## config.mk

```make
export PLATFORM = sky130hd
export DESIGN_NAME = genius_core
export DESIGN_NICKNAME = d
export VERILOG_FILES = /design/src/rtl/genius_core.sv
export SDC_FILE = /design/constraint.sdc
export NUM_CORES = 1
export LEC_CHECK = 0
export CAP_MARGIN = 20
export CORE_MARGIN = 5
export CORE_UTILIZATION = 55
export CTS_BUF_LIST = sky130_fd_sc_hd__clkbuf_16
export CTS_CLUSTER_DIAMETER = 80
export CTS_CLUSTER_SIZE = 40
export DETAILED_ROUTE_END_ITERATION = 8
export PLACE_DENSITY = 0.78
export SYNTH_ARGS = -nofsm -noshare
export SYNTH_HDL_FRONTEND = slang
export SYNTH_SLANG_ARGS = --single-unit
```

## constraint.sdc

```tcl
create_clock -name i_clock -period 8.69 [get_ports i_clock]
set_clock_uncertainty 0.2 [all_clocks]
set_input_delay 0.869 -clock i_clock [delete_from_list [all_inputs] [get_ports i_clock]]
set_output_delay 0.869 -clock i_clock [all_outputs]
set_load 0.05 [all_outputs]
```

## src/rtl/genius_core.sv

```systemverilog
// genius_core: colour-sequence memory game controller.
// Draws a pseudo-random colour per round, replays the whole sequence on
// one-hot outputs with programmable on/gap timing, then checks
// edge-detected button presses against it with an idle timeout.
//
// state      | meaning
// -----------+-----------------------------------------------------------
// S_IDLE     | waiting for start after reset
// S_APPEND   | one cycle: store drawn colour at mem[level], level++
// S_SHOW_ON  | colour mem[step] lit for SHOW_TICKS cycles
// S_SHOW_OFF | dark for GAP_TICKS cycles, then next step or INPUT
// S_INPUT    | compare button edges against mem[step], idle timeout
// S_WIN      | full MAX_LEN sequence repeated; level/step frozen
// S_LOSE     | wrong press or timeout; level/step frozen
module genius_core #(
    parameter int          N_COLORS      = 3,
    parameter int          MAX_LEN       = 16,
    parameter int          SHOW_TICKS    = 25000000,
    parameter int          GAP_TICKS     = 5000000,
    parameter int          TIMEOUT_TICKS = 250000000,
    parameter logic [15:0] SEED          = 16'hACE1,
    localparam int         LW            = $clog2(MAX_LEN + 1)
) (
    input  logic                i_clock,
    input  logic                i_reset,
    input  logic                i_start,
    input  logic [N_COLORS-1:0] i_btn,
    output logic [N_COLORS-1:0] o_color_out,
    output logic                o_showing,
    output logic                o_awaiting,
    output logic [LW-1:0]       o_level,
    output logic [LW-1:0]       o_step,
    output logic                o_win,
    output logic                o_lose,
    output logic [2:0]          o_state_dbg
);

    // colour index width, memory address width and timer width
    localparam int CW    = (N_COLORS > 1) ? $clog2(N_COLORS) : 1;
    localparam int CW1   = CW + 1;
    localparam int AW    = (MAX_LEN > 1) ? $clog2(MAX_LEN) : 1;
    localparam int T_A   = (SHOW_TICKS > GAP_TICKS) ? SHOW_TICKS : GAP_TICKS;
    localparam int T_MAX = (T_A > TIMEOUT_TICKS) ? T_A : TIMEOUT_TICKS;
    localparam int TW    = (T_MAX > 1) ? $clog2(T_MAX) : 1;

    localparam logic [TW-1:0]       SHOW_LAST = TW'(SHOW_TICKS - 1);
    localparam logic [TW-1:0]       GAP_LAST  = TW'(GAP_TICKS - 1);
    localparam logic [TW-1:0]       TO_LAST   = TW'(TIMEOUT_TICKS - 1);
    localparam logic [LW-1:0]       LEN_MAX   = LW'(MAX_LEN);
    localparam logic [CW1-1:0]      NC_EXT    = CW1'(N_COLORS);
    localparam logic [N_COLORS-1:0] ONE_HOT0  = N_COLORS'(1);

    typedef enum logic [2:0] {
        S_IDLE     = 3'd0,
        S_APPEND   = 3'd1,
        S_SHOW_ON  = 3'd2,
        S_SHOW_OFF = 3'd3,
        S_INPUT    = 3'd4,
        S_WIN      = 3'd5,
        S_LOSE     = 3'd6
    } state_t;

    state_t              r_state;
    logic [LW-1:0]       r_level;
    logic [LW-1:0]       r_step;
    logic [TW-1:0]       r_timer;
    logic [15:0]         r_lfsr;
    logic [N_COLORS-1:0] r_btn_q;
    logic [CW-1:0]       r_mem [0:(1<<AW)-1];

    state_t              w_state_nxt;
    logic [LW-1:0]       w_level_nxt;
    logic [LW-1:0]       w_step_nxt;
    logic [TW-1:0]       w_timer_nxt;
    logic                w_mem_we;
    logic                w_lfsr_fb;
    logic [CW-1:0]       w_draw_raw;
    logic [CW-1:0]       w_draw;
    logic [N_COLORS-1:0] w_press;
    logic [N_COLORS-1:0] w_expect;
    logic                w_last_step;

    // LFSR feedback (taps 16,14,13,11) and folded colour draw
    always_comb begin
        w_lfsr_fb  = r_lfsr[15] ^ r_lfsr[13] ^ r_lfsr[12] ^ r_lfsr[10];
        w_draw_raw = r_lfsr[CW-1:0];
        if ({1'b0, w_draw_raw} >= NC_EXT) begin
            w_draw = CW'({1'b0, w_draw_raw} - NC_EXT);
        end else begin
            w_draw = w_draw_raw;
        end
    end

    // rising-edge presses and the colour expected at the current step
    always_comb begin
        w_press     = i_btn & ~r_btn_q;
        w_expect    = ONE_HOT0 << r_mem[r_step[AW-1:0]];
        w_last_step = (r_step == (r_level - LW'(1)));
    end

    // LFSR and button history run every cycle regardless of state
    always_ff @(posedge i_clock or posedge i_reset) begin
        if (i_reset) begin
            r_lfsr  <= SEED;
            r_btn_q <= '0;
        end else begin
            r_lfsr  <= {r_lfsr[14:0], w_lfsr_fb};
            r_btn_q <= i_btn;
        end
    end

    // FSM state, level, step and timer registers
    always_ff @(posedge i_clock or posedge i_reset) begin
        if (i_reset) begin
            r_state <= S_IDLE;
            r_level <= '0;
            r_step  <= '0;
            r_timer <= '0;
        end else begin
            r_state <= w_state_nxt;
            r_level <= w_level_nxt;
            r_step  <= w_step_nxt;
            r_timer <= w_timer_nxt;
        end
    end

    // sequence memory; contents are don't-care after reset
    always_ff @(posedge i_clock) begin
        if (w_mem_we) begin
            r_mem[r_level[AW-1:0]] <= w_draw;
        end
    end

    // next-state logic for the game FSM
    always_comb begin
        w_state_nxt = r_state;
        w_level_nxt = r_level;
        w_step_nxt  = r_step;
        w_timer_nxt = r_timer;
        w_mem_we    = 1'b0;
        case (r_state)
            S_IDLE, S_WIN, S_LOSE: begin
                if (i_start) begin
                    w_level_nxt = '0;
                    w_state_nxt = S_APPEND;
                end
            end
            S_APPEND: begin
                w_mem_we    = 1'b1;
                w_level_nxt = r_level + LW'(1);
                w_step_nxt  = '0;
                w_timer_nxt = '0;
                w_state_nxt = S_SHOW_ON;
            end
            S_SHOW_ON: begin
                if (r_timer == SHOW_LAST) begin
                    w_timer_nxt = '0;
                    w_state_nxt = S_SHOW_OFF;
                end else begin
                    w_timer_nxt = r_timer + TW'(1);
                end
            end
            S_SHOW_OFF: begin
                if (r_timer == GAP_LAST) begin
                    w_timer_nxt = '0;
                    if (w_last_step) begin
                        w_step_nxt  = '0;
                        w_state_nxt = S_INPUT;
                    end else begin
                        w_step_nxt  = r_step + LW'(1);
                        w_state_nxt = S_SHOW_ON;
                    end
                end else begin
                    w_timer_nxt = r_timer + TW'(1);
                end
            end
            S_INPUT: begin
                if (w_press == '0) begin
                    if (r_timer == TO_LAST) begin
                        w_state_nxt = S_LOSE;
                    end else begin
                        w_timer_nxt = r_timer + TW'(1);
                    end
                end else if (w_press == w_expect) begin
                    if (w_last_step) begin
                        w_state_nxt = (r_level == LEN_MAX) ? S_WIN : S_APPEND;
                    end else begin
                        w_step_nxt  = r_step + LW'(1);
                        w_timer_nxt = '0;
                    end
                end else begin
                    // wrong colour or several new bits in one cycle
                    w_state_nxt = S_LOSE;
                end
            end
            default: begin
                w_state_nxt = S_IDLE;
            end
        endcase
    end

    // outputs decoded from registered state only
    always_comb begin
        o_color_out = (r_state == S_SHOW_ON) ? w_expect : '0;
        o_showing   = (r_state == S_SHOW_ON) || (r_state == S_SHOW_OFF);
        o_awaiting  = (r_state == S_INPUT);
        o_win       = (r_state == S_WIN);
        o_lose      = (r_state == S_LOSE);
        o_level     = r_level;
        o_step      = r_step;
        o_state_dbg = r_state;
    end

endmodule

```

# Word-level counts from Yosys, hierarchy flattened
# Memories as Yosys holds them, arrays and structs flattened.
# Index checks and enable logic that the tools add are counted.
[word_totals] memories=1 latch_bits=0 mem_bits_ro=0 inputBits=6 elab_cells=83 ram_bits=32 output_inout_bits=20 reg_bits=60
[memory_table] memory="r_mem" words=16 width=2 read_ports=1 rd_clocked_by_memory_dff=0 wr=1 line_no="69" rtl="logic [CW-1:0] r_mem [0:(1<<AW)-1];"
[classes] magnitude_cmp=1 n_reduce_logical=11 add_sub_neg=5 n_mul=0 bitwise_logic=5 n_div=0 mux=30 eq_ne=23 shift=1
[ops] op="two-way mux 28 bit" n=6
[ops] op="one-hot mux 28 bit (4 select lines)" n=1
[ops] op="two-way mux 3 bit" n=10
[ops] op="two-way mux 5 bit" n=6
[ops] op="adder 28 x 1 -> 28 bit (second input constant)" n=1
[ops] op="== test 28 x 23 -> 1 bit (second input constant)" n=1
[ops] op="== test 28 x 25 -> 1 bit (second input constant)" n=1
[ops] op="== test 28 bit (second input constant)" n=1
[ops] op="one-hot mux 3 bit (5 select lines)" n=1
[ops] op="one-hot mux 5 bit (3 select lines)" n=1
[ops] op="adder 5 x 1 -> 5 bit (second input constant)" n=2
[ops] op="!= test 2 bit (second input constant)" n=5
[ops] op="one-hot mux 5 bit (2 select lines)" n=1
[ops] op="AND reduction 5 bit" n=2
[ops] op="== test 3 bit (second input constant)" n=3
[ops] op="== test 3 x 2 -> 1 bit (second input constant)" n=2
[ops] op="logical NOT 3 bit" n=2
[ops] op="!= test 3 x 2 -> 1 bit (second input constant)" n=2
[ops] op="== test 5 bit" n=1
[ops] op="== test 5 bit (second input constant)" n=1
[ops] op="subtractor 5 x 1 -> 5 bit (second input constant)" n=1
[ops] op="!= test 4 bit (second input constant)" n=1
[ops] op="AND reduction 4 bit" n=1
[ops] op="nonzero test 4 bit" n=1
[ops] op="18 further kinds" n=22

# Logic depth before layout (Yosys ltp)
# Gate-level depths: netlist of run 1.
[depth] depth_word=6 mapped_depth=11 ltp_nobuf=10

# Worst setup path after synthesis of run 1
# No wires, ideal clock.
[synth_timing] path_kind="reg2out" start="reg r_step[1] (netlist: o_step[1])" end="out o_color_out[1]" arrival_ns=3.072 t_required_ns=7.621 slack_ns=4.549 path_stages_with_launch=7 n_path_buf=1 cell_sequence="dfrtp_1 > buf_6 > mux4_1 > mux2i_1 > mux2i_1 > or2_4 > nor3_1"
[synth_via] elab_chain_cells=3
[synth_lines] item="start, declared" line_no="65" rtl="logic [LW-1:0] r_step;"
[synth_lines] item="start signal, assigned" line_no="122" rtl="r_step <= w_step_nxt;"
[synth_lines] item="memory (16 x 2 bit)"
[synth_lines] item="left shift 1 x 2 -> 3 bit" line_no="97" rtl="w_expect = ONE_HOT0 << r_mem[r_step[AW-1:0]];"
[synth_lines] item="two-way mux 3 bit" line_no="204" rtl="o_color_out = (r_state == S_SHOW_ON) ? w_expect : '0;"
[synth_lines] item="end, declared" line_no="28" rtl="output logic [N_COLORS-1:0] o_color_out,"
# Every way passes these cells.

# Worst setup path after layout of run 1
# Same ends and word-level chain as after synthesis.

==> results of run 1 <==
-- cells in the final DEF (no fill, tap or decap), types with 2 or more instances in the layout --
master                            Yosys  routed
sky130_fd_sc_hd__a21oi_1             19      19
sky130_fd_sc_hd__o21ai_0             11      11
sky130_fd_sc_hd__mux2i_1             11      11
sky130_fd_sc_hd__mux2_2               2       2
sky130_fd_sc_hd__nand3b_1             2       2
sky130_fd_sc_hd__nand2_1             44      44
sky130_fd_sc_hd__and3_1               5       5
sky130_fd_sc_hd__nand4_1             10      10
sky130_fd_sc_hd__inv_1               14      13
sky130_fd_sc_hd__mux4_1               8       8
sky130_fd_sc_hd__buf_4                3       2
sky130_fd_sc_hd__dfrtp_1             52      52
sky130_fd_sc_hd__xnor2_1             10      10
sky130_fd_sc_hd__nand3_1             16      16
sky130_fd_sc_hd__inv_6                0       2
sky130_fd_sc_hd__nor2b_1              3       3
sky130_fd_sc_hd__or2_2                7       7
sky130_fd_sc_hd__o22ai_1              3       3
sky130_fd_sc_hd__a221o_1              2       2
sky130_fd_sc_hd__xor2_1               4       4
sky130_fd_sc_hd__clkbuf_16            0       9
sky130_fd_sc_hd__clkdlybuf4s50_1      0      25
sky130_fd_sc_hd__nand2b_1             8       8
sky130_fd_sc_hd__nor3_1              12      12
sky130_fd_sc_hd__edfxtp_1            32      32
sky130_fd_sc_hd__nor2_1              49      49
sky130_fd_sc_hd__ha_1                 6       6
sky130_fd_sc_hd__a21o_1               7       7
sky130_fd_sc_hd__dfstp_2              8       8
sky130_fd_sc_hd__o21a_1               6       6
sky130_fd_sc_hd__nor4b_1              2       2
sky130_fd_sc_hd__and2b_1              2       2
sky130_fd_sc_hd__o31ai_1              3       3
sky130_fd_sc_hd__a31oi_1             20      20
sky130_fd_sc_hd__nor4_1               7       7
sky130_fd_sc_hd__or4b_1               2       2
-- final cells by class --
class | count | area [um2]
Sequential cell | 92 | 2470
Multi-Input combinational cell | 303 | 2000
Tap cell | 105 | 131
Timing Repair Buffer | 27 | 265
Fill cell | 669 | 3030
Inverter | 14 | 52.6
Clock inverter | 7 | 72.6
Clock buffer | 9 | 225
-- path summary, 6_finish.rpt --
| kind | from | endpoint | cells after the start |
|---|---|---|---|
| worst max-delay path | o_step[1] | o_color_out[1] | 6 |
| worst min-delay path | r_lfsr[9] | r_lfsr[10] | 0 |
| worst max register to register | o_step[1] | r_timer[16] | 8 |
| worst min register to register | r_lfsr[9] | r_lfsr[10] | 0 |
| max in group asynchronous | i_reset | r_timer[0] | 3 |
| min in group asynchronous | i_reset | o_step[1] | 3 |
-- cell families (layout without fill, tap and decap cells) --
family | count (synthesis) | count (layout) | synth area share
multiplexers | 21 | 21 | 0.0735
buffers and inverters | 32 | 57 | 0.0397
AO/OA/AOI/OAI | 83 | 83 | 0.124
AND/OR/NAND/NOR | 179 | 179 | 0.190
adder cells (fa/ha/maj) | 6 | 6 | 0.0161
flip-flops | 92 | 92 | 0.530
XOR/XNOR | 14 | 14 | 0.0263
-- sequential cells by signal (all words and copies together), names as in the netlist --
name and cells:
o_step 5, o_state_dbg 3, r_lfsr 16, r_btn_q 3, o_level 5, r_mem 32
r_timer 28
-- layer usage --
metal | GRT usage | share of wire | up-vias
li1 | - | - | 1599
met1 | 0.282 | 0.44 | 1684
met2 | 0.340 | 0.51 | 86
met3 | 0.0478 | 0.044 | 10
met4 | 0.0474 | 0.0090 | 0
met5 | 0 | 0 | -
-- worst max-delay path: cells and delay by family (launching register included) --
kind | cells | cell delay, ns
muxes | 3 | 1.00
DFF | 1 | 0.72
buffers and inverters | 1 | 0.84
and+or+nand+nor | 2 | 0.51
-- where the power goes --
part	internal [mW]	switching (mW)
Clock	0.224	0.169
Sequential	0.490	0.0945
Combinational	0.226	0.379
-- cells in the mapped netlist, types with 2 or more instances --
library cell                n  area, um2
sky130_fd_sc_hd__a21o_1     7       52.6
sky130_fd_sc_hd__a21oi_1   19       95.1
sky130_fd_sc_hd__a221o_1    2       20.0
sky130_fd_sc_hd__a31oi_1   20        125
sky130_fd_sc_hd__and2b_1    2       15.0
sky130_fd_sc_hd__and3_1     5       31.3
sky130_fd_sc_hd__buf_2      2       10.0
sky130_fd_sc_hd__buf_4      3       22.5
sky130_fd_sc_hd__buf_6      5       56.3
sky130_fd_sc_hd__clkbuf_1   6       22.5
sky130_fd_sc_hd__dfrtp_1   52       1300
sky130_fd_sc_hd__dfstp_2    8        210
sky130_fd_sc_hd__edfxtp_1  32        961
sky130_fd_sc_hd__ha_1       6       75.1
sky130_fd_sc_hd__inv_1     14       52.6
sky130_fd_sc_hd__mux2_2     2       22.5
sky130_fd_sc_hd__mux2i_1   11        110
sky130_fd_sc_hd__mux4_1     8        210
sky130_fd_sc_hd__nand2_1   44        165
sky130_fd_sc_hd__nand2b_1   8       50.1
sky130_fd_sc_hd__nand3_1   16       80.1
sky130_fd_sc_hd__nand3b_1   2       15.0
sky130_fd_sc_hd__nand4_1   10       62.6
sky130_fd_sc_hd__nor2_1    49        184
sky130_fd_sc_hd__nor2b_1    3       18.8
sky130_fd_sc_hd__nor3_1    12       60.1
sky130_fd_sc_hd__nor4_1     7       43.8
sky130_fd_sc_hd__nor4b_1    2       17.5
sky130_fd_sc_hd__o21a_1     6       45.0
sky130_fd_sc_hd__o21ai_0   11       55.1
sky130_fd_sc_hd__o22ai_1    3       18.8
sky130_fd_sc_hd__o31ai_1    3       22.5
sky130_fd_sc_hd__or2_2      7       43.8
sky130_fd_sc_hd__or4b_1     2       20.0
sky130_fd_sc_hd__xnor2_1   10       87.6
sky130_fd_sc_hd__xor2_1     4       35.0
==> out/results.txt, run 1 <==
The logs give 0.530 for the part of the Yosys area used for sequential elements and 4.60 ns for the minimum setup slack after placement. The count of instances resized after the clock tree is built came out at 0. The fraction of layout instances using a drive strength above 1 was 0.104; the die width was 102 um. The relative slew slack came out at 0.310.

The run gives 0 as the number of diodes added for antenna fixing. The tools report the initial core utilization as 0.565. The worst setup path is captured at an output pin.

After the first detailed-routing iteration, the DRC count stood at 200. In this run, distinct cell masters in the synthesized netlist total 60. The hold violation total from the final report is 0, and the maximum cell stage delay along the critical path is 0.84 ns. Dividing total power by cell area gives a power density of 303 nW/um2.

Setup slack closes at 4.21 ns. Via-per-instance ratio: 6.07. The vertical extent of the die came out at 102 um.

The critical path's slowest cell is sky130_fd_sc_hd__clkdlybuf4s50_1. STA puts the critical path data arrival time at 3.41 ns. The logs give 0 for the number of max-capacitance violations reported and 92 for the clock net sink count. Counting tap cells, the placed design contains a total of 541 instances.

The run gives 0 as the final-report max-slew violation count. The flow ran to the end, and the final reports show no timing, DRC or antenna violations. The total setup violations reported at the end of the flow came out at 0. The post-route core utilization is 0.633, and the slew of the pin with the lowest slew margin is 1.03 ns.

Before antenna repair, the detailed router went through 5 iterations. For this block, the via count after detailed routing is 3,379. The standby leakage power was 2.10 nW; the area added between synthesis and finish was 12.1%. The die outline area was 10,400 um2. Cell repeated most along the worst path: sky130_fd_sc_hd__mux2i_1. The core area was 8260 um2; the hold slack was 0.150 ns.

TritonCTS built the clock tree. The synthesized area was 4660 um2; the number of cells in the finished layout apart from fillers was 557. The setup slack on the worst flop-to-flop path is 5.03 ns.

The logs give 33 for the row count and 0.859 for the routability congestion estimate from global placement. The count of flip-flops with a built-in enable after synthesis is 32, and the post-detailed-placement cell area is 4930 um2. Kind of start point of the critical path: a flip-flop. The post-route clock period utilization is 0.516.

Post-route antenna net violation count: 0. The combined global-route utilization of all metal layers was 0.207; the number of top-level design ports was 26. Setup total negative slack on the finished layout was measured at 0 ns. Based on the critical path, the design can be clocked at up to 0.223 GHz. The worst-case clock buffer depth was 2; the number of design rule violations left after detail routing was 0. The mean cell area of the mapped netlist was 10.9 um2; the clock latency on the worst-skew pair was 0.34 ns. In the final routed layout, each cell accounts on average for 18.2 um. Entering global routing, the biggest net connects 61 pins. During placement, the flow inserted port buffers numbering 25. The tools report the post-CTS repair timing setup buffer count as 0. The cell chosen for the clock root is sky130_fd_sc_hd__clkbuf_16. The number of buffers inserted for hold repair after clock tree synthesis is 0, and the maximum fanout along the worst path is 13. In the synthesized netlist the dominant register cell turns out to be sky130_fd_sc_hd__dfrtp_1. The logs give 10.1 mm for the final wirelength and 0 for the number of antenna violations at the first check in global routing.

After global routing the overflow that remains totals 0. The clock tree synthesis step divided the H-tree into 3 levels. The via count of the first global-routing pass was 3,363; the async set-reset flop share out of synthesis was 0.652. The clock transition at the registers of the reported paths works out to 0.07 ns. The signal on the critical path passes through mux4_1, mux2i_1, mux2i_1, or2_4, nor3_1, clkdlybuf4s50_1. After routing the design area is 5220 um2.

The Yosys step of the flow raised 0 warnings. The tools report the layout net count as 459. Setup repair after global routing left no endpoint under its margin. Buffers inserted during clock tree synthesis total 9. The number of synthesized register bits is 92, and the HPWL after detailed placement is 7.05 mm. The setup path with the least slack is of type flip-flop to output pin.

The first global-routing pass estimated 16.8 mm of wire. Counting every net in the synthesized netlist gives 439. IR analysis of the VDD net gives a maximum drop of 129 uV. For the worst setup path, the data required time is 7.62 ns. The min-delay analysis places its worst path in the category flip-flop to flip-flop.

The overall power of the completed layout was 1.58 mW; the minimum clock period was 4.48 ns. For the synthesized netlist cell count, the log shows 427.
Power figures use the tool's default switching activity.
==> run 2, diff against run 1 <==
==> constraint.sdc (replaced) <==
create_clock -name i_clock -period 4.49 [get_ports i_clock]
set_clock_uncertainty 0.2 [all_clocks]
set_input_delay 0.449 -clock i_clock [delete_from_list [all_inputs] [get_ports i_clock]]
set_output_delay 0.449 -clock i_clock [all_outputs]
set_load 0.05 [all_outputs]
==> run 2 against run 1 <==
  * Clock power increased by 87%
  * Sequential power is 93% higher
  * Worst setup slack lost 3.8 ns
  * Final area is 0.12% lower
  * Wire length fell by 2.2%
  * First-iteration DRC count up 4.5%
  * Critical endpoint unchanged
  * Sequential share of layout area increased by 0.057 points
  * Hold slack improved by 0.0013 ns
  * Highest routed layer unchanged
  * Combinational power increased by 93%
  * Critical path depth stayed put
==> out/results.txt, run 2 (synthesis results as in run 1) <==
The run finished with clean final reports. The average wire per cell in the routed design was 17.8 um (was 18.2 um); the count of fill cells added during filler insertion was 650 (was 669). The total number of vias was 3,364 (was 3,379); the slew of the pin with the lowest slew margin was 0.963 ns (was 1.03 ns). The tools report the total setup violations reported at the end of the flow as 0 (unchanged). The cell chosen for the clock root was sky130_fd_sc_hd__clkbuf_16 (unchanged). Number of buffers created by CTS: 9 (unchanged).

The hold violation total from the final report came out at 0 (unchanged). The tools report the number of cells in the finished layout apart from fillers as 557 (unchanged). The DRC violation total after the first TritonRoute iteration was 209 (was 200); the routability congestion estimate from global placement was 0.865 (was 0.859). Path class of the lowest-slack min-delay path: flip-flop to flip-flop (unchanged). The logs give 33 (unchanged) for the row count and 541 (unchanged) for the number of placed instances, taps included. Final-report max-slew violation count: 0 (unchanged). The tools report the endpoint required time on the critical path as 3.84 ns (was 7.62 ns). The number of design rule violations left after detail routing came out at 0 (unchanged). The power spent charging and discharging nets was 1.26 mW (was 0.643 mW). The vertical extent of the die is 102 um (unchanged), and the initial core utilization is 0.565 (unchanged). The power per cell area was 582 nW/um2 (was 303 nW/um2). Commonest non-fill, non-tap cell in the layout: sky130_fd_sc_hd__dfrtp_1 (unchanged). End of the worst register-to-register path: r_timer[16] (unchanged). For the number of diodes added for antenna fixing, the log shows 0 (unchanged).

Maximum level of the CTS H-tree: 3 (unchanged). The relative slew slack came out at 0.357 (was 0.310). The tools report the final wirelength as 9.91 mm (was 10.1 mm). The post-detailed-placement cell area was 4930 um2 (unchanged); the HPWL after detailed placement was 6.91 mm (was 7.05 mm). The run gives 26 (unchanged) as the number of top-level design ports. The die width works out to 102 um (unchanged). TritonCTS built the clock tree. Clock latency on the worst-skew pair: 0.34 ns (about the same). Commonest non-fill, non-tap cells in the layout: sky130_fd_sc_hd__dfrtp_1, sky130_fd_sc_hd__nor2_1, sky130_fd_sc_hd__nand2_1 (unchanged). The combined global-route utilization of all metal layers is 0.207 (about the same), and the worst hold path stage count is 0 (unchanged). The maximum fanout along the worst path came out at 13 (unchanged). The core area came out at 8260 um2 (unchanged). The fraction of layout instances using a drive strength above 1 was 0.106 (was 0.104).

The critical path capture point type was an output pin (unchanged). The number of max-capacitance violations reported was 0 (unchanged). The clock net sink count was 92 (unchanged); the flip-flop count of the largest register, all copies and words added was 32 (unchanged).

Kind of start point of the critical path: a flip-flop (unchanged). The run gives 0.371 (was 0.369) as the register share of total power. The routing usage on met3 is 0.0348 (was 0.0478).

The terminating pin of the worst hold path is r_lfsr[5] (was r_lfsr[10]). The count of instances resized after the clock tree is built came out at 0 (unchanged). The tools report the wire length of the first global-routing pass as 16.6 mm (was 16.8 mm). The post-CTS repair timing setup buffer count is 0 (unchanged).

The startpoint of the worst register-to-register path is o_step[1] (unchanged). Number of antenna violations at the first check in global routing: 0 (unchanged). The peak-usage layer in the global routing report was met2 (unchanged).

Remaining global-route overflow: 0 (unchanged). The start-to-end type of the worst setup path is flip-flop to output pin (unchanged). The final-layout setup total negative slack is 0 ns (unchanged), and the share of power burned in combinational logic is 0.387 (was 0.382). Die outline area: 10,400 um2 (unchanged).

The area added between synthesis and finish is 11.9% (was 12.1%). The post-route antenna net violation count was 0 (unchanged); the post-route clock period utilization was 0.905. Setup repair after global routing left no endpoint under its margin. The logs give 3.03 mW (was 1.58 mW) for the overall power of the completed layout and 0 (unchanged) for the number of buffers inserted for hold repair after clock tree synthesis. The internal cell power is 1.77 mW (was 0.940 mW), and the pin count of the biggest net entering global routing is 34 (was 61).

Worst ir drop on vdd: 243 uV (was 129 uV). The layout net count was 459 (unchanged). The start point of the worst hold path was r_lfsr[4] (was r_lfsr[9]). The number of input and output port buffers inserted was 25 (unchanged). The arrival time of data at the critical path endpoint is 3.42 ns (was 3.41 ns), and the via-per-instance ratio is 6.04 (was 6.07). The logic depth of the worst register-to-register path is 8 (unchanged), and the worst-case clock buffer depth is 2 (unchanged). The switching fraction of total power is 0.415 (was 0.406).

The tools report the via count of the first global-routing pass as 3,355 (was 3,363). Clock transition at the registers of the reported paths: 0.07 ns (about the same). The run gives 0.242 (was 0.248) as the clock network fraction of design power. The logs give 0.89 ns (was 5.03 ns) for the setup slack on the worst flop-to-flop path and 0.246 GHz for the highest clock rate.

The tools report the cell area after layout as 5220 um2 (about the same). The tools report the first-pass iteration count of the detailed router as 5 (unchanged). For the standby leakage power, the log shows 2.10 nW (about the same). The met1 track demand over resource in global routing came out at 0.282 (about the same). The smallest clock period supported by the final layout is computed as 4.07 ns. Global routing usage on met2: 0.325 (was 0.340).
[run 2: power by group through the flow]
stage | registers [mW] | logic (mW) | clock network (mW)
final | 1.13 | 1.17 | 0.734
after global routing | 1.14 | 1.27 | 0.780
after CTS | 1.12 | 1.17 | 0.747
after detailed placement | 1.14 | 1.16 | 0
after global placement | 1.13 | 1.13 | 0
after floorplan | 1.16 | 0.893 | 0
[run 2: metal layers]
metal	vias to the layer above	part of all wire	routed length [um]
met5	-	0	0
met4	0	0.026	262
met3	21	0.049	481
met2	94	0.47	4690
met1	1642	0.45	4480
li1	1607	-	-
[run 2: metrics by stage]
step                      worst slack [ns]  hold slack [ns]   util
after detailed placement             0.817            0.138  0.597
after floorplan                      0.769            0.131      -
after global placement               0.890            0.138  0.597
after CTS                            0.423            0.154  0.632
after global routing                 0.280            0.158  0.632
final                                0.425            0.151  0.632
[run 2: worst max-delay path by stage]
stage / start / endpoint / slack (ns) / depth (start not counted)
floorplan: o_step[1] / o_color_out[1] / 0.77 / 6
finish: o_step[1] / o_color_out[1] / 0.42 / 6
CTS: o_step[1] / o_color_out[1] / 0.42 / 6
global placement: o_step[1] / o_color_out[1] / 0.89 / 6
global route: o_step[1] / o_color_out[1] / 0.28 / 6
detailed placement: o_step[1] / o_color_out[1] / 0.82 / 6
[run 2: worst max-delay path: stages (launching register included)]
cell	delay, ns
sky130_fd_sc_hd__dfrtp_1	0.69
sky130_fd_sc_hd__mux4_1	0.64
sky130_fd_sc_hd__mux2i_1	0.14
sky130_fd_sc_hd__mux2i_1	0.19
sky130_fd_sc_hd__or2_4	0.31
sky130_fd_sc_hd__nor3_1	0.25
sky130_fd_sc_hd__clkdlybuf4s50_1	0.85
[run 2: final cells by class]
class	count	area [um2]	share of cell area
Tap cell	105	131	0.0252
Sequential cell	92	2470	0.474
Timing Repair Buffer	27	265	0.0508
Multi-Input combinational cell	303	2000	0.384
Clock inverter	7	66.3	0.0127
Clock buffer	9	225	0.0432
Inverter	14	52.6	0.0101
==> run 3, diff against run 2 <==
--- a/config.mk
+++ b/config.mk
@@ -5,11 +5,12 @@
 export SDC_FILE = /design/constraint.sdc
 export NUM_CORES = 1
 export LEC_CHECK = 0
+export ABC_AREA = 1
 export CAP_MARGIN = 20
 export CORE_MARGIN = 5
 export CORE_UTILIZATION = 55
 export CTS_BUF_LIST = sky130_fd_sc_hd__clkbuf_16
-export CTS_CLUSTER_DIAMETER = 80
+export CTS_CLUSTER_DIAMETER = 50
 export CTS_CLUSTER_SIZE = 40
 export DETAILED_ROUTE_END_ITERATION = 8
 export PLACE_DENSITY = 0.78
==> run 3 against run 2 <==
  * Power decreased by 6.3%
  * Sequential cell count stayed put
  * First-iteration DRC count grew 33%
  * Critical path depth grew 3
  * Cell count increased by 45%
  * Core utilization fell by 0.90 points
  * Non-clock buffer count is 1 lower
==> out/results.txt, run 3 <==
The tools report the cell chosen for the clock root as sky130_fd_sc_hd__clkbuf_16 (unchanged). The arrival time of data at the critical path endpoint is 2.94 ns (was 3.42 ns), and the compound-gate portion of the synthesized area is 0.0304 (was 0.124). Worst ir drop on vdd: 281 uV (was 243 uV).

The unique cell type count in the Yosys netlist was 41 (was 60). The launch point of the worst path is o_step[0] (was o_step[1]). The via-per-instance ratio came out at 5.48 (was 6.04).

The die outline area is 11,400 um2 (was 10,400 um2), and the clock network fraction of design power is 0.261 (was 0.242). Total number of vias: 4,415 (was 3,364). The total setup violations reported at the end of the flow came out at 0 (unchanged).

The number of synthesized register bits was 92 (unchanged). The tools report the final-layout setup total negative slack as 0 ns (unchanged). Post-synthesis simple-gate area fraction: 0.356 (was 0.190). Start-to-end type of the worst setup path: flip-flop to output pin (unchanged). Number of cells in the finished layout apart from fillers: 805 (was 557). The maximum fanout along the worst path is 22 (was 13). The switching fraction of total power came out at 0.430 (was 0.415). The power per cell area works out to 496 nW/um2 (was 582 nW/um2). The run finished with clean final reports. The mean cell area of the mapped netlist was 7.69 um2 (was 10.9 um2). The number of design rule violations left after detail routing is 0 (unchanged).

The count of warnings emitted by yosys was 0 (unchanged). The startpoint of the worst register-to-register path was o_step[0] (was o_step[1]). The async set-reset flop share out of synthesis came out at 0.652 (unchanged). The flip-flop count of the largest register, all copies and words added is 32 (unchanged). The final wirelength came out at 12.1 mm (was 9.91 mm). TritonCTS built the clock tree. For the power spent charging and discharging nets, the log shows 1.22 mW (was 1.26 mW). The internal cell power was 1.62 mW (was 1.77 mW); the share of power burned in combinational logic was 0.376 (was 0.387). The HPWL after detailed placement was 8.81 mm (was 6.91 mm); the remaining global-route overflow was 0 (unchanged). The number of input and output port buffers inserted was 25 (unchanged); the minimum clock period was 3.59 ns (was 4.07 ns). Wire length of the first global-routing pass: 20.6 mm (was 16.6 mm). The tools report the kind of start point of the critical path as a flip-flop (unchanged). Most area-consuming cells after synthesis: sky130_fd_sc_hd__dfrtp_1, sky130_fd_sc_hd__edfxtp_1, sky130_fd_sc_hd__nand2_1, sky130_fd_sc_hd__nand3_1, sky130_fd_sc_hd__inv_1 (was sky130_fd_sc_hd__dfrtp_1, sky130_fd_sc_hd__edfxtp_1, sky130_fd_sc_hd__dfstp_2, sky130_fd_sc_hd__mux4_1, sky130_fd_sc_hd__nor2_1). The combined global-route utilization of all metal layers is 0.226 (was 0.207), and the worst-case clock buffer depth is 2 (unchanged).

Setup repair after global routing left no endpoint under its margin. The standby leakage power was 2.62 nW (was 2.10 nW). The parity-gate share of the synthesized area counting xor and xnor cells is 0.0290 (was 0.0263), and the setup slack on the worst flop-to-flop path is 1.42 ns (was 0.89 ns). Last element of the critical path: o_color_out[2] (was o_color_out[1]). The run gives 3.84 ns (about the same) as the endpoint required time on the critical path.

The flip-flop cell with the highest count after synthesis was sky130_fd_sc_hd__dfrtp_1 (unchanged). The clock latency on the worst-skew pair is 0.35 ns (was 0.34 ns), and the post-synthesis share of cell area spent on full adders, half adders and majority gates is 0.0146 (was 0.0161). Commonest non-fill, non-tap cells in the layout: sky130_fd_sc_hd__nand2_1, sky130_fd_sc_hd__inv_1, sky130_fd_sc_hd__nor2_1, sky130_fd_sc_hd__nand3_1, sky130_fd_sc_hd__dfrtp_1 (was sky130_fd_sc_hd__dfrtp_1, sky130_fd_sc_hd__nor2_1, sky130_fd_sc_hd__nand2_1). The run gives 0.481 (was 0.530) as the part of the Yosys area used for sequential elements.

Ranking of synthesized cells by instance count: sky130_fd_sc_hd__nand2_1, sky130_fd_sc_hd__inv_1, sky130_fd_sc_hd__nand3_1, sky130_fd_sc_hd__nor2_1, sky130_fd_sc_hd__dfrtp_1 (was sky130_fd_sc_hd__dfrtp_1, sky130_fd_sc_hd__nor2_1, sky130_fd_sc_hd__nand2_1, sky130_fd_sc_hd__edfxtp_1, sky130_fd_sc_hd__a31oi_1). The tools report the critical path capture point type as an output pin (unchanged). The area share of the largest cell type after synthesis was 0.253 (was 0.279). The relative slew slack is 0.328 (was 0.357), and the highest clock rate is 0.279 GHz (was 0.246 GHz).

The logs give 0.919 (was 0.865) for the routability congestion estimate from global placement and 278 (was 209) for the DRC violation total after the first TritonRoute iteration. The count of instances resized after the clock tree is built was 0 (unchanged); the multiplexer share of the synthesized area was 0 (was 0.0735). The commonest non-fill, non-tap cell in the layout was sky130_fd_sc_hd__nand2_1 (was sky130_fd_sc_hd__dfrtp_1). The synthesized area was 5140 um2 (was 4660 um2). The count of flip-flops with a built-in enable after synthesis works out to 32 (unchanged).

The net count after synthesis is 680 (was 439), and the first-pass iteration count of the detailed router is 5 (unchanged). The row count was 35 (was 33); the via count of the first global-routing pass was 4,371 (was 3,355). The biggest area consumer among synthesized cells is sky130_fd_sc_hd__dfrtp_1 (unchanged). The most numerous cell in the Yosys netlist is sky130_fd_sc_hd__nand2_1 (was sky130_fd_sc_hd__dfrtp_1). The clock transition at the registers of the reported paths was 0.07 ns (about the same); the post-route antenna net violation count was 0 (unchanged). The clock net sink count is 92 (unchanged), and the synthesized netlist cell count is 668 (was 427). Path class of the lowest-slack min-delay path: flip-flop to flip-flop (unchanged). Logic depth of the worst register-to-register path: 15 (was 8). Setup slack after layout: 0.901 ns (was 0.425 ns). The post-route core utilization was 0.623 (was 0.632); the initial core utilization was 0.559 (was 0.565). The minimum setup slack after placement was 1.27 ns (was 0.817 ns); the vertical extent of the die was 107 um (was 102 um).

The fraction of layout instances using a drive strength above 1 is 0.0720 (was 0.106). End of the worst register-to-register path: r_timer[20] (was r_timer[16]). The layout net count was 701 (was 459); the slew of the pin with the lowest slew margin was 1.00 ns (was 0.963 ns). Die width: 107 um (was 102 um). The largest family of logic cells by synthesized area was simple AND/OR/NAND/NOR gates (unchanged). The number of top-level design ports was 26 (unchanged); the number of buffers inserted for hold repair after clock tree synthesis was 0 (unchanged).

The number of max-capacitance violations reported is 0 (unchanged), and the number of diodes added for antenna fixing is 0 (unchanged). Area added between synthesis and finish: 11.4% (was 11.9%). The number of antenna violations at the first check in global routing was 0 (unchanged); the number of buffers created by CTS was 9 (unchanged). The final-report max-slew violation count is 0 (unchanged), and the post-route clock period utilization is 0.799 (was 0.905). The number of placed instances, taps included came out at 789 (was 541).

For the core area, the log shows 9200 um2 (was 8260 um2). The pin count of the biggest net entering global routing came out at 42 (was 34). The register share of total power came out at 0.363 (was 0.371).

The average wire per cell in the routed design was 15.0 um (was 17.8 um). The post-CTS repair timing setup buffer count is 0 (unchanged), and the maximum level of the CTS H-tree is 3 (unchanged). The hold violation total from the final report is 0 (unchanged).
## run 3: worst max-delay path, cell delays in order (launching register included)
cell and delay [ns]:
sky130_fd_sc_hd__dfrtp_1 0.77, sky130_fd_sc_hd__inv_2 0.29, sky130_fd_sc_hd__nand2_1 0.14, sky130_fd_sc_hd__nand3_1 0.09, sky130_fd_sc_hd__nand3_1 0.10, sky130_fd_sc_hd__nand3_1 0.11, sky130_fd_sc_hd__nand2_2 0.14, sky130_fd_sc_hd__nand2_2 0.07
sky130_fd_sc_hd__nor2_1 0.08, sky130_fd_sc_hd__clkdlybuf4s50_1 0.80
## run 3: power by group through the flow
stage          Sequential [mW]  Combinational, mW  Clock [mW]
3_5_place_dp              1.05               1.06           0
3_3_place_gp              1.04               1.04           0
5_1_grt                   1.04               1.18       0.799
2_1_floorplan             1.10              0.774           0
4_1_cts                   1.03               1.07       0.754
6_report                  1.03               1.07       0.743
## run 3: per-stage QoR
stage | cell area, um2 | total power, mW | hold WS [ns]
global placement | 5430 | 2.08 | 0.137
CTS | 5730 | 2.85 | 0.158
detailed placement | 5430 | 2.11 | 0.141
floorplan | 5140 | 1.87 | 0.131
finish | 5730 | 2.84 | 0.155
global route | 5730 | 3.02 | 0.159
## run 3: how the worst min path moves through the flow
| stage | startpoint | end | slack (ns) | depth (start not counted) |
|---|---|---|---|---|
| final | r_lfsr[4] | r_lfsr[5] | 0.15 | 0 |
| after global placement | r_lfsr[14] | r_lfsr[15] | 0.14 | 0 |
| after detailed placement | r_lfsr[14] | r_lfsr[15] | 0.14 | 0 |
| after floorplan | r_lfsr[2] | r_lfsr[3] | 0.13 | 0 |
| after global routing | r_lfsr[6] | r_lfsr[7] | 0.16 | 0 |
| after CTS | r_lfsr[6] | r_lfsr[7] | 0.16 | 0 |
## run 3: logic make-up after synthesis
group	Yosys count
AO/OA/AOI/OAI	27
XOR/XNOR	17
adder cells (fa/ha/maj)	6
buffers and inverters	110
flip-flops	92
AND/OR/NAND/NOR	416
## run 3: layout make-up
| type | instances | area [um2] |
|---|---|---|
| fillers | 825 | 3470 |
| flip-flops and latches | 92 | 2470 |
| multi-input cells | 466 | 2210 |
| inverters | 94 | 353 |
| repair buffers | 26 | 258 |
| clock buffers | 9 | 225 |
| well taps | 111 | 139 |
| clock inverters | 7 | 70.1 |
## run 3: metal layers
metal | track usage | wire length (um)
met5 | 0 | 0
met4 | 0.0904 | 267
met3 | 0.0355 | 620
met2 | 0.365 | 5670
met1 | 0.307 | 5530
